`src/rtl/cpu_io_unit.sv`:
```
// rtl/cpu_io_unit.sv - byte-wide CPU I/O front end
// Input FIFO feeding the CPU's input instruction, output byte handshake with inter-word gap, interrupt flags.
module cpu_io_unit #(
   parameter int DEPTH  = 4,
   parameter int TX_GAP = 2
) (
   input  logic        clk,
   input  logic        rst,
   input  logic [7:0]  in_data,
   input  logic        in_valid,
   output logic        in_ready,
   output logic [31:0] cpu_inp,
   input  logic        cpu_rd,
   output logic        FI,
   input  logic [31:0] cpu_out_data,
   input  logic        cpu_wr,
   output logic        FO,
   output logic [7:0]  out_data,
   output logic        out_valid,
   input  logic        out_ready,
   input  logic        ion,
   input  logic        iof,
   input  logic        irq_ack,
   output logic        INT,
   output logic        irq,
   output logic        err
);

   localparam int AW = $clog2(DEPTH);
   localparam int GW = (TX_GAP > 1) ? $clog2(TX_GAP + 1) : 1;
   localparam logic [AW:0]   FULL_CNT = (AW + 1)'(DEPTH);
   localparam logic [AW:0]   CNT_ONE  = (AW + 1)'(1);
   localparam logic [AW-1:0] PTR_ONE  = AW'(1);
   localparam logic [GW-1:0] GAP_ONE  = GW'(1);
   localparam logic [GW-1:0] GAP_LOAD = GW'(TX_GAP);

   typedef enum logic [1:0] {IDLE, SEND, GAP} state_t;

   logic [7:0]    mem [DEPTH];
   logic [AW-1:0] rd_ptr, wr_ptr;
   logic [AW:0]   count;
   logic          push, pop;
   state_t        state, state_nxt;
   logic [GW-1:0] gap_cnt;
   logic          tx_pend;
   logic          wr_accept, handshake;
   logic          unused_hi;

   assign unused_hi = ^cpu_out_data[31:8];

   assign FI       = (count != '0);
   assign in_ready = (count != FULL_CNT);
   assign push     = in_valid & in_ready;
   assign pop      = cpu_rd & FI;
   assign cpu_inp  = FI ? {24'h0, mem[rd_ptr]} : 32'h0;

   always_ff @(posedge clk) begin
      if (push)
         mem[wr_ptr] <= in_data;
   end

   always_ff @(posedge clk or negedge rst) begin
      if (!rst) begin
         rd_ptr <= '0;
         wr_ptr <= '0;
         count  <= '0;
      end else begin
         if (push)
            wr_ptr <= wr_ptr + PTR_ONE;
         if (pop)
            rd_ptr <= rd_ptr + PTR_ONE;
         if (push && !pop)
            count <= count + CNT_ONE;
         else if (pop && !push)
            count <= count - CNT_ONE;
      end
   end

   always_ff @(posedge clk or negedge rst) begin
      if (!rst)
         state <= IDLE;
      else
         state <= state_nxt;
   end

   always_comb begin
      state_nxt = state;
      FO        = 1'b0;
      out_valid = 1'b0;
      case (state)
         IDLE: begin
            FO = 1'b1;
            if (cpu_wr)
               state_nxt = SEND;
         end
         SEND: begin
            out_valid = 1'b1;
            if (out_ready)
               state_nxt = (TX_GAP == 0) ? IDLE : GAP;
         end
         GAP: begin
            if (gap_cnt == GAP_ONE)
               state_nxt = IDLE;
         end
         default: state_nxt = IDLE;
      endcase
   end

   assign wr_accept = cpu_wr & (state == IDLE);
   assign handshake = (state == SEND) & out_ready;

   always_ff @(posedge clk or negedge rst) begin
      if (!rst) begin
         out_data <= 8'h00;
         gap_cnt  <= '0;
         tx_pend  <= 1'b0;
         INT      <= 1'b0;
         err      <= 1'b0;
      end else begin
         if (wr_accept)
            out_data <= cpu_out_data[7:0];
         if (handshake)
            gap_cnt <= GAP_LOAD;
         else if (state == GAP)
            gap_cnt <= gap_cnt - GAP_ONE;
         // A completed send outranks a simultaneous acknowledge.
         if (handshake)
            tx_pend <= 1'b1;
         else if (irq_ack || wr_accept)
            tx_pend <= 1'b0;
         if (iof)
            INT <= 1'b0;
         else if (ion)
            INT <= 1'b1;
         if ((cpu_rd && !FI) || (cpu_wr && state != IDLE))
            err <= 1'b1;
      end
   end

   assign irq = INT & (FI | tx_pend);

endmodule

```
`config.mk`:
```
export PLATFORM = sky130hd
export DESIGN_NAME = cpu_io_unit
export DESIGN_NICKNAME = d
export VERILOG_FILES = /design/src/rtl/cpu_io_unit.sv
export SDC_FILE = /design/constraint.sdc
export NUM_CORES = 1
export LEC_CHECK = 0
export ABC_AREA = 1
export CAP_MARGIN = 20
export CORE_ASPECT_RATIO = 0.8
export CORE_MARGIN = 8
export CORE_UTILIZATION = 50
export CTS_BUF_LIST = sky130_fd_sc_hd__clkbuf_8
export DETAILED_ROUTE_END_ITERATION = 7
export PLACE_DENSITY = 0.86
export SETUP_SLACK_MARGIN = 0.4
export SYNTH_ARGS = -nofsm -noshare
export SYNTH_HDL_FRONTEND = slang
export SYNTH_SLANG_ARGS = --single-unit
```
`constraint.sdc`:
```
create_clock -name clk -period 2.9 [get_ports clk]
set_input_delay 0.435 -clock clk [delete_from_list [all_inputs] [get_ports clk]]
set_output_delay 0.435 -clock clk [all_outputs]
set_load 0.05 [all_outputs]
```
# [After elaboration in Yosys (flattened, before gate mapping)]
# Memories as Yosys holds them, arrays and structs flattened.
# Cells that the tools add are included.
[word_totals] regBits=22 n_memories=1 ramBits=32 wordCells=62 inputBits=49
[op_classes] eq_ne=7 n_mux=17 n_reduce_logical=17 n_bitwise=6 addsub=5
[memory_table] name="mem" depth=4 width=8 rd=1 rd_ports_with_merged_regs=0 wr=1 line="39" text="logic [7:0] mem [DEPTH];"
[ops] cell="$mux W2" count=5
[ops] cell="$reduce_bool A2 Y1" count=5
[ops] cell="$mux W1" count=8
[ops] cell="$mux W8" count=1
[ops] cell="$mux W3" count=2
[ops] cell="$ne A2 B2 Y1 const B" count=3
[ops] cell="$pmux W2 S3" count=1
[ops] cell="$and A1 B1 Y1" count=5
[ops] cell="$add A2 B1 Y2 const B" count=2
[ops] cell="$eq A2 B1 Y1 const B" count=2
[ops] cell="$logic_and A1 B1 Y1" count=4
[ops] cell="$add A3 B1 Y3 const B" count=1
[ops] cell="$logic_not A1 Y1" count=3
[ops] cell="$ne A3 B3 Y1 const B" count=1
[ops] cell="$reduce_and A3 Y1" count=1
[ops] cell="$reduce_bool A3 Y1" count=1
[ops] cell="$sub A3 B1 Y3 const B" count=1
[ops] cell="$eq A2 B2 Y1 const B" count=1
[ops] cell="$logic_not A2 Y1" count=1
[ops] cell="$logic_or A1 B1 Y1" count=2
[ops] cell="$sub A2 B1 Y2 const B" count=1
[ops] cell="$or A1 B1 Y1" count=1

# [Logic depth before layout (Yosys ltp)]
# Gate-level depths: netlist (run 1).
[depth] word_depth=6 depth_mapped=12

# [Least setup slack after synthesis (run 1)]
# No wires, ideal clock.
[synth_timing] path_type="register to register" from="reg count[1]" to="reg count[1]" path_slack_ps=699 t_arrival_ps=2074 stages_incl_launch_ff=10 path_buffers=0 setup_ps=127 required_time_ps=2773 path_cell_list="dfrtp_1 -> inv_1 -> nand3_1 -> nand2_2 -> inv_1 -> ha_1 -> inv_1 -> fa_1 -> nand2_1 -> o21ai_0"
[synth_between] elab_chain_len=5 word_cells_on_any_way=13 cone_classes="add/sub (2); eq/ne (1); mux (2); bitwise (2); reduce/logical (6)"
[synth_lines] item="start: declaration" line="41" text="logic [AW:0] count;"
[synth_lines] item="start signal: assignment" line="73" text="count <= count + CNT_ONE;"
[synth_lines] item="start signal: assignment" line="75" text="count <= count - CNT_ONE;"
[synth_lines] item="$ne A3 B3 Y1 (*)" line="52" text="assign in_ready = (count != FULL_CNT);"
[synth_lines] item="named net in_ready" line="11" text="output logic in_ready,"
[synth_lines] item="$and A1 B1 Y1 (*)" line="53" text="assign push = in_valid & in_ready;"
[synth_lines] item="named net push" line="42" text="logic push, pop;"
[synth_lines] item="$logic_not A1 Y1" line="74" text="else if (pop && !push)"
[synth_lines] item="$logic_and A1 B1 Y1" line="74"
[synth_lines] item="$reduce_bool A2 Y1 (no source line)"
# The timed path passes the listed nets; every way through them passes the cells marked *. The select of a mux whose other input is x is not followed.
# A chain may end at the register's enable or synchronous reset.

# [Final worst setup path (run 1)]
[layout_timing] from="reg count[1]" to="out irq"
[layout_between] elab_chain_len=3
[layout_lines] item="$reduce_bool A3 Y1" line="51" text="assign FI = (count != '0);"
[layout_lines] item="$or A1 B1 Y1" line="140" text="assign irq = INT & (FI | tx_pend);"
[layout_lines] item="$and A1 B1 Y1" line="140"
[layout_lines] item="end: declaration" line="25" text="output logic irq,"
# No other way between the ends.

==> results of run 1 <==
placed cells by master (no fill, tap or decap), drive strengths merged:
cell type / count
xnor2: 2
o211ai: 1
nand4: 1
a21oi: 9
dlygate4sd2: 8
o31ai: 1
nor2: 9
nand3: 30
conb: 24
bufinv: 1
o21ai: 5
buf: 7
inv: 54
clkinvlp: 1
fa: 1
clkbuf: 5
dfrtp: 22
edfxtp: 32
nand3b: 1
clkdlybuf4s50: 39
ha: 6
nand2: 70
stage by stage:
stage | area [µm²] | util, % | std cells | hold slack [ns]
after detailed placement | 3100 | 61.57 | 383 | 0.4593
after CTS | 3203 | 63.60 | 391 | 0.4565
after global placement | 3100 | 61.57 | 383 | 0.4547
after global routing | 3203 | 63.60 | 391 | 0.4653
final | 3203 | 63.60 | 391 | 0.4486
after floorplan | 2720 | - | 296 | 0.1394
metal layers:
layer  vias to the layer above  wire [µm]
met5                         -          0
met4                         0        100
met3                        10        407
met2                        62       2803
met1                       871       2062
li1                        916          -
sequential cells by signal, summed over array words and instances, names as in the netlist:
name / flops
count: 3
rd_ptr: 2
mem: 32
wr_ptr: 2
tx_pend: 1
out_data: 8
err: 1
state: 2
INT: 1
gap_cnt: 2
timing repair:
item                                    in CTS  in global routing
gates resized for setup                      8                  0
hold buffers                                 0                  0
endpoints found under the setup margin       8                  0
buffers inserted                             0                  0
how the worst min path moves through the flow:
stage             endpoint  slack [ns]  cells past startpoint
2_1_floorplan          INT        0.14                      0
3_3_place_gp   out_data[0]        0.45                      2
3_5_place_dp   out_data[3]        0.46                      2
4_1_cts        out_data[6]        0.46                      2
5_1_grt        out_data[6]        0.47                      2
6_report       out_data[6]        0.45                      2
final cells by class:
cell class	instances	area, µm²
clock buffer	5	68.82
multi-input combinational	160	787.0
inverter	53	201.4
tap	62	77.57
sequential	54	1511
clock inverter	3	43.79
timing repair buffer	54	513.0
fill	369	1833
power by group through the flow:
stage,Combinational (µW),Sequential [µW],Clock [µW]
after detailed placement,2050,1190,0
after global placement,1990,1170,0
after global routing,2140,1200,543
after floorplan,1280,1360,0
final,1980,1170,500
after CTS,1990,1170,506
kinds of logic (layout without fill, tap and decap cells):
kind of cell,after synthesis,in the layout
and+or+nand+nor,111,111
buffers and inverters,82,115
DFF,54,54
AOI/OAI and AO/OA,16,16
adders and majority gates,7,7
xor gates and xnor gates,2,2
other,1,24
==> out/results.ini, run 1 <==
[outcome]
status=completed

[sta]
finalHoldViolations=0
tns_ns=0
setup_ws_ns=0.5444
drv_slew=0
setup_violations=0
clock.fmax_mhz=424.5
worstMarginPinSlew_ns=0.5344
rsz0062_at_grt=false
fin_crit_sh_pct=81.23
slew_headroom_pct=64.26
period_minus_slack_ns=2.356
skew_ns=0.01308

[setup_path]
crit_top_cell=inv_1
cpPeakStageDelay_ns=0.69
worst-r2r-setup-slack_ns=0.97
path_class=register to output pin
r2r_start=count[1]
cp_top_family=buffers and inverters
critical_path_arrival_ns=1.92
crit_cells=5
path_buf_inv=3
crit_slowest_cell=clkdlybuf4s50_1
path_cells=inv_1 -> nand3_2 -> o21ai_0 -> inv_1 -> clkdlybuf4s50_1
rr_endpoint=count[1]
reg2reg_depth=9
crit_path_end=irq
cp-start-kind=register
crit_fanout=5
cp-end-kind=output pin
startpoint=count[1]
required_ns=2.47

[grt]
met1_usage_pct=14.75
grt_usage_pct=14.33
grt_max_degree=23
met3_usage_pct=6.356
busiest_layer=met2
grtUsageMet2_pct=25.57
grt_antenna_before_repair=0
grt_overflow=0
grt_pass1_wl_mm=8.914
grt_pass1_vias=1897

[power_and_ir_drop]
p_seq_share_pct=32.1
power_uw=3649
intPower_uw=1878
clkPwrFrac_pct=13.7
powerDensity_nw_per_um2=1139
p_leak_uw=0.001542
pwr-share-comb_pct=54.3
ir_worst_vdd_v=0.0005095
switching_power_uw=1771
swShare_pct=48.54

[finish]
synthToLayoutAreaGrowth_pct=21.62
layout.nets=384
drive_above_1_share_pct=9.119
diodes=0

[clocking]
htree_levels=2
cts_sinks=54
path_clk_slew_ns=0.10
cts_buffers=5
clk_path_buf_depth=2
cts_tree=built
clkLatencyLatePin_ns=0.31
cts_root_buf=clkbuf_8

[synth]
netlist_top_cells_area=edfxtp_1 (36%), dfrtp_1 (21%), nand2_1 (9.5%)
synth_edf_count=32
ys_seq_area_share_pct=57.39
ys_top_cells_by_count=nand2_1 (67), inv_1 (47), edfxtp_1 (32), nand3_1 (28), buf_4 (25)
synth_compound_gate_area_share_pct=3.373
yosys_most_used_dff=edfxtp_1
post-synth-top-count-cell=nand2_1
synth_cell_types=28
async_flop_share_pct=40.74
ys_warn_count=0
synth_top_family_by_area=simple AND/OR/NAND/NOR gates
muxShareOfSynthArea_pct=0
yosys.area_share.simple_pct=18.81
synth_area_per_cell_um2=9.648
synth_seq_cells=54
syn_inst=273
synth_largest_area_cell=edfxtp_1
yosys.area_share.xor_xnor_pct=0.6651
synth_top_area_share_pct=36.48
synth_adder_area_share_pct=3.610
synth_area_um2=2634

[routing]
drcViolationCount=0
drt_iter0_markers=142
vias=1859
wl_per_cell_um=13.74
dr.pass1.iters=5
wirelength_mm=5.374
vias_per_cell=4.754
ant_nets=0

[placed_design]
place_hpwl_mm=4.076
place_congestion=0.7762
io_buffer_count=47
pre_cts_ws_ns=0.6420

[floorplan]
rows=23
die_w_um=97.15
initial_utilization_pct=52.30
dieArea_um2=7860
core_um2=5036
io_pins=96
die_h_um=80.92

[hold_path]
min-delay-path-class=input pin to asynchronous set/reset pin

[job]
drv_cap=0

Power figures use the tool's default switching activity.
==> inputs of run 2 (changes only) <==
--- a/config.mk
+++ b/config.mk
@@ -9,10 +9,10 @@
 export CAP_MARGIN = 20
 export CORE_ASPECT_RATIO = 0.8
 export CORE_MARGIN = 8
-export CORE_UTILIZATION = 50
+export CORE_UTILIZATION = 42
 export CTS_BUF_LIST = sky130_fd_sc_hd__clkbuf_8
 export DETAILED_ROUTE_END_ITERATION = 7
-export PLACE_DENSITY = 0.86
+export PLACE_DENSITY = 0.77
 export SETUP_SLACK_MARGIN = 0.4
 export SYNTH_ARGS = -nofsm -noshare
 export SYNTH_HDL_FRONTEND = slang
==> constraint.sdc (replaced) <==
create_clock -name clk -period 2.1 [get_ports clk]
set_input_delay 0.315 -clock clk [delete_from_list [all_inputs] [get_ports clk]]
set_output_delay 0.315 -clock clk [all_outputs]
set_load 0.05 [all_outputs]
==> run 2 against run 1 <==
Core utilization is 4.4 points lower; routed wire length is 5.5% higher; global-route usage is 1.7 points lower; register-to-register slack got worse by 0.62 ns; die area increased by 15%; combinational power rose by 82%; non-clock buffer count up 14; critical path type unchanged; highest routed layer unchanged.
==> out/results.ini, run 2 (synthesis results as in run 1) <==
[sta]
drv_slew=0
setup_ws_ns=0.3107
finalHoldViolations=0
clock.fmax_mhz=558.9
fin_crit_sh_pct=85.21
setup_violations=0
period_minus_slack_ns=1.789
hold_ws_ns=0.3472
tns_ns=0
rsz0062_at_grt=true
skew_ns=0.01438

[hold_path]
min-delay-path-class=input pin to asynchronous set/reset pin

[clocking]
htree_levels=2
clk_path_buf_depth=2
cts_sinks=54
cts_tree=built
path_clk_slew_ns=0.10
clkLatencyLatePin_ns=0.31
cts_buffers=5
cts_root_buf=clkbuf_8

[routing]
vias=1925
ant_nets=0
dr.pass1.iters=4
wl_per_cell_um=13.37
vias_per_cell=4.540
wirelength_mm=5.670
drcViolationCount=0
drt_iter0_markers=118

[floorplan]
core_um2=5974
rows=25
io_pins=96
die_h_um=86.83
die_w_um=104.5
initial_utilization_pct=44.08
dieArea_um2=9077

[job]
drv_cap=0

[power_and_ir_drop]
p_leak_uw=0.001673
powerDensity_nw_per_um2=1641
ir_worst_vdd_v=0.001018

[placed_design]
place_congestion=0.7354
io_buffer_count=47
pre_cts_ws_ns=0.03736
place_hpwl_mm=3.963

[setup_path]
critical_path_arrival_ns=1.47
crit_slowest_cell=dfrtp_2
worst-r2r-setup-slack_ns=0.35
cpPeakStageDelay_ns=0.47
path_class=register to output pin
cp-end-kind=output pin
path_cells=buf_6 -> nand2_1 -> nand3_1 -> a21oi_2 -> buf_12
crit_fanout=8
required_ns=1.78
cp-start-kind=register

[finish]
largestRegisters=mem x32, out_data x8, count x3
drive_above_1_share_pct=24.78
final_common_cell=nand2_1
largest_register_ffs=32
largest-register=mem
synthToLayoutAreaGrowth_pct=34.39
diodes=0
fillCellCount=505
layout.nets=398
fin_util_pct=59.25
final_cell_mix=nand2_1 (62), inv_1 (42), edfxtp_1 (32)

[grt]
grt_overflow=0
grt_max_degree=23
grt_antenna_before_repair=0
grt_pass1_wl_mm=9.287
grt_usage_pct=12.58
grt_pass1_vias=1947

[outcome]
status=completed

run 2: cell types whose count changed in the layout (fill, tap and decap cells not counted), moves of 7 or more:
| cell | previous run | this run |
|---|---|---|
| nand3_1 | 28 | 21 |
| a21oi_1 | 8 | 1 |
| buf_4 | 7 | 20 |
| buf_12 | 0 | 8 |
| clkdlybuf4s50_1 | 39 | 24 |
run 2: repair_timing:
action | 4_1_cts | 5_1_grt
endpoints found under the setup margin | 21 | 14
gates resized for setup | 36 | 20
pin swaps | 10 | 15
gates cloned | 0 | 0
hold buffers | 0 | 0
setup buffers | 6 | 7
run 2: path summary, 6_finish.rpt:
kind | start | to | cells after the start
min in group clk | out_data[1] | out_data[1] | 2
min reg2reg | out_data[1] | out_data[1] | 2
max in group asynchronous | rst | rd_ptr[0] | 2
max reg2reg | count[1] | count[2] | 10
max | rd_ptr[0] | cpu_inp[6] | 5
min | rst | err | 2
run 2: per-stage QoR:
| step | power [µW] | cell area, µm² | std cells |
|---|---|---|---|
| floorplan | 3684 | 2745 | 296 |
| global placement | 4785 | 3227 | 403 |
| detailed placement | 4871 | 3227 | 403 |
| CTS | 5595 | 3423 | 417 |
| global route | 6152 | 3540 | 424 |
| finish | 5810 | 3540 | 424 |
run 2: routing by layer:
| layer | GRT usage [%] | up-vias | share of wire, % |
|---|---|---|---|
| met2 | 21.66 | 79 | 50 |
| met3 | 4.448 | 7 | 8.3 |
| met5 | 0 | - | 0 |
| li1 | - | 951 | - |
| met1 | 14.88 | 888 | 41 |
| met4 | 2.490 | 0 | 1.0 |
run 2: layout make-up:
| type | instances | area, µm² | area share (%) |
|---|---|---|---|
| sequential | 54 | 1513 | 42.74 |
| multi-input combinational | 160 | 927.1 | 26.19 |
| timing repair buffer | 68 | 699.4 | 19.76 |
| inverter | 53 | 209.0 | 5.903 |
| tap | 81 | 101.3 | 2.863 |
| clock buffer | 5 | 68.82 | 1.944 |
| clock inverter | 3 | 21.27 | 0.6009 |
run 2: power breakdown:
part / internal (µW) / switching [µW] / total, µW
clock: 235 / 336 / 571
sequential: 1450 / 190 / 1640
combinational: 1370 / 2230 / 3600
run 2: critical path: cells and delay by family (launching register included):
family	cells	cell delay, ns
AO/OA/AOI/OAI	1	0.23
AND/OR/NAND/NOR	2	0.16
flip-flops	1	0.47
buffers and inverters	2	0.33
==> inputs of run 3 (changes only) <==
--- a/config.mk
+++ b/config.mk
@@ -9,10 +9,11 @@
 export CAP_MARGIN = 20
 export CORE_ASPECT_RATIO = 0.8
 export CORE_MARGIN = 8
-export CORE_UTILIZATION = 42
+export CORE_UTILIZATION = 56
 export CTS_BUF_LIST = sky130_fd_sc_hd__clkbuf_8
 export DETAILED_ROUTE_END_ITERATION = 7
-export PLACE_DENSITY = 0.77
+export DONT_BUFFER_PORTS = 1
+export PLACE_DENSITY = 0.72
 export SETUP_SLACK_MARGIN = 0.4
 export SYNTH_ARGS = -nofsm -noshare
 export SYNTH_HDL_FRONTEND = slang
==> run 3 against run 2 <==
Sequential power is 16% higher; critical endpoint is now cpu_inp[7]; cell count is 14% lower; maximum frequency rose by 1.1%; clock-buffer cell count is the same.
==> out/results.ini, run 3 (synthesis results as in run 1) <==
[outcome]
status=completed

[routing]
drt-met1-wl_mm=2.077
wl_per_cell_um=13.86
dr.pass1.iters=4
drt_iter0_markers=64
drcViolationCount=0
vias_per_cell=4.795
wl_met2_mm=2.496
wl_met3_um=402
wirelength_mm=5.058
ant_nets=0
vias=1750
maxUsedRoutingLayer=met4

[job]
drv_cap=0

[finish]
final_area_um2=3178
layout.nets=360
drive_above_1_share_pct=29.84
fillCellCount=336
largest_register_ffs=32
final_cell_mix=nand2_1 (54), inv_1 (42), edfxtp_1 (32)
final_common_cell=nand2_1
largestRegisters=mem x32, out_data x8, count x3
diodes=0
multiInputGateArea_um2=968.4
seqCellArea_um2=1513
synthToLayoutAreaGrowth_pct=20.67
layoutNonFillerInstCount=365
largest-register=mem

[setup_path]
crit_fanout=6
crit_slowest_cell=dfrtp_2
cpPeakStageDelay_ns=0.50
path_class=register to output pin
crit_top_cell=buf_6
r2r_start=count[2]
critical_path_arrival_ns=1.46
rr_endpoint=count[2]
reg2reg_depth=11
required_ns=1.78
cp-end-kind=output pin
cp-start-kind=register
path_cells=buf_6 -> nand2_4 -> nand3_2 -> a21oi_2 -> buf_6
worst-r2r-setup-slack_ns=0.43

[clocking]
cts_buffers=5
path_clk_slew_ns=0.10
cts_tree=built
htree_levels=2
cts_root_buf=clkbuf_8
clk_path_buf_depth=2
clkLatencyLatePin_ns=0.31
cts_sinks=54

[power_and_ir_drop]
switching_power_uw=2629
powerDensity_nw_per_um2=1698
pwr-share-comb_pct=51.9
clkPwrFrac_pct=12.7
swShare_pct=48.70
ir_worst_vdd_v=0.0009703
p_leak_uw=0.001520
p_seq_share_pct=35.4
intPower_uw=2769

[placed_design]
place_congestion=0.7780
place_hpwl_mm=3.501
dpl_cell_area_um2=2728
pre_cts_ws_ns=0.2904
io_buffer_count=0
dpl.cell_count=344

[grt]
grt_antenna_before_repair=0
grt_overflow=0
grt_max_degree=23
grt_pass1_vias=1691
grt_usage_pct=14.45
grt_pass1_wl_mm=8.231

[sta]
worstMarginPinSlew_ns=0.5804
finalHoldViolations=0
tns_ns=0
rsz0062_at_grt=true
hold_ws_ns=0.05552
clock.fmax_mhz=564.9
period_minus_slack_ns=1.770
setup_violations=0
slew_headroom_pct=61.27
fin_crit_sh_pct=84.29
drv_slew=0
skew_ns=0.008118
setup_ws_ns=0.3299

[floorplan]
die_w_um=92.68
dieArea_um2=7167
rows=22
core_um2=4569
initial_utilization_pct=57.64
io_pins=96
die_h_um=77.34

[hold_path]
min-delay-path-class=input pin to register
holdPathStages=1
worstHoldEndpoint=INT
min_from=iof

-- run 3: cell type report --
cell class | instances | area share [%]
timing repair buffer | 30 | 9.094
multi-input combinational | 160 | 30.47
sequential | 54 | 47.60
inverter | 53 | 6.890
clock buffer | 5 | 2.165
tap | 60 | 2.362
clock inverter | 3 | 1.417
-- run 3: critical path: cells and delay by family (launching register included) --
family | cells | cell delay, ns
flops | 1 | 0.50
buf+inv | 2 | 0.34
compound gates | 1 | 0.17
simple gates | 2 | 0.13
-- run 3: worst max path at each step --
| stage | startpoint | end | slack, ns | depth (start not counted) |
|---|---|---|---|---|
| after global placement | count[0] | count[1] | 0.36 | 9 |
| after floorplan | rd_ptr[0] | cpu_inp[1] | 0.25 | 5 |
| final | rd_ptr[0] | cpu_inp[7] | 0.33 | 5 |
| after CTS | rd_ptr[0] | cpu_inp[5] | 0.34 | 5 |
| after detailed placement | count[0] | count[2] | 0.29 | 11 |
| after global routing | rd_ptr[0] | cpu_inp[6] | 0.27 | 5 |
-- run 3: power groups by stage --
stage               Clock [µW]  Sequential [µW]  Combinational [µW]
floorplan                    0             1880                1800
global placement             0             1950                2180
detailed placement           0             1950                2230
CTS                        703             1910                2700
global route               747             1940                3030
finish                     687             1910                2800
-- run 3: through the flow --
stage | util (%) | total power, µW
after CTS | 67.31 | 5308
after floorplan | - | 3684
final | 69.55 | 5398
after global placement | 59.69 | 4126
after global routing | 69.55 | 5717
after detailed placement | 59.69 | 4181
-- run 3: layer usage --
layer / up-vias / track usage [%]
li1: 871 / -
met1: 815 / 17.02
met2: 56 / 24.18
met3: 8 / 3.750
met4: 0 / 6.902
met5: - / 0
-- run 3: what timing repair did --
action / in CTS / in global routing
gates resized for setup: 53 / 13
buffers inserted: 7 / 4
setup endpoints to repair: 11 / 11
hold buffers: 1 / 0
cloned: 0 / 0
endpoints found under the hold margin: 22 / 0
pin swaps: 23 / 12
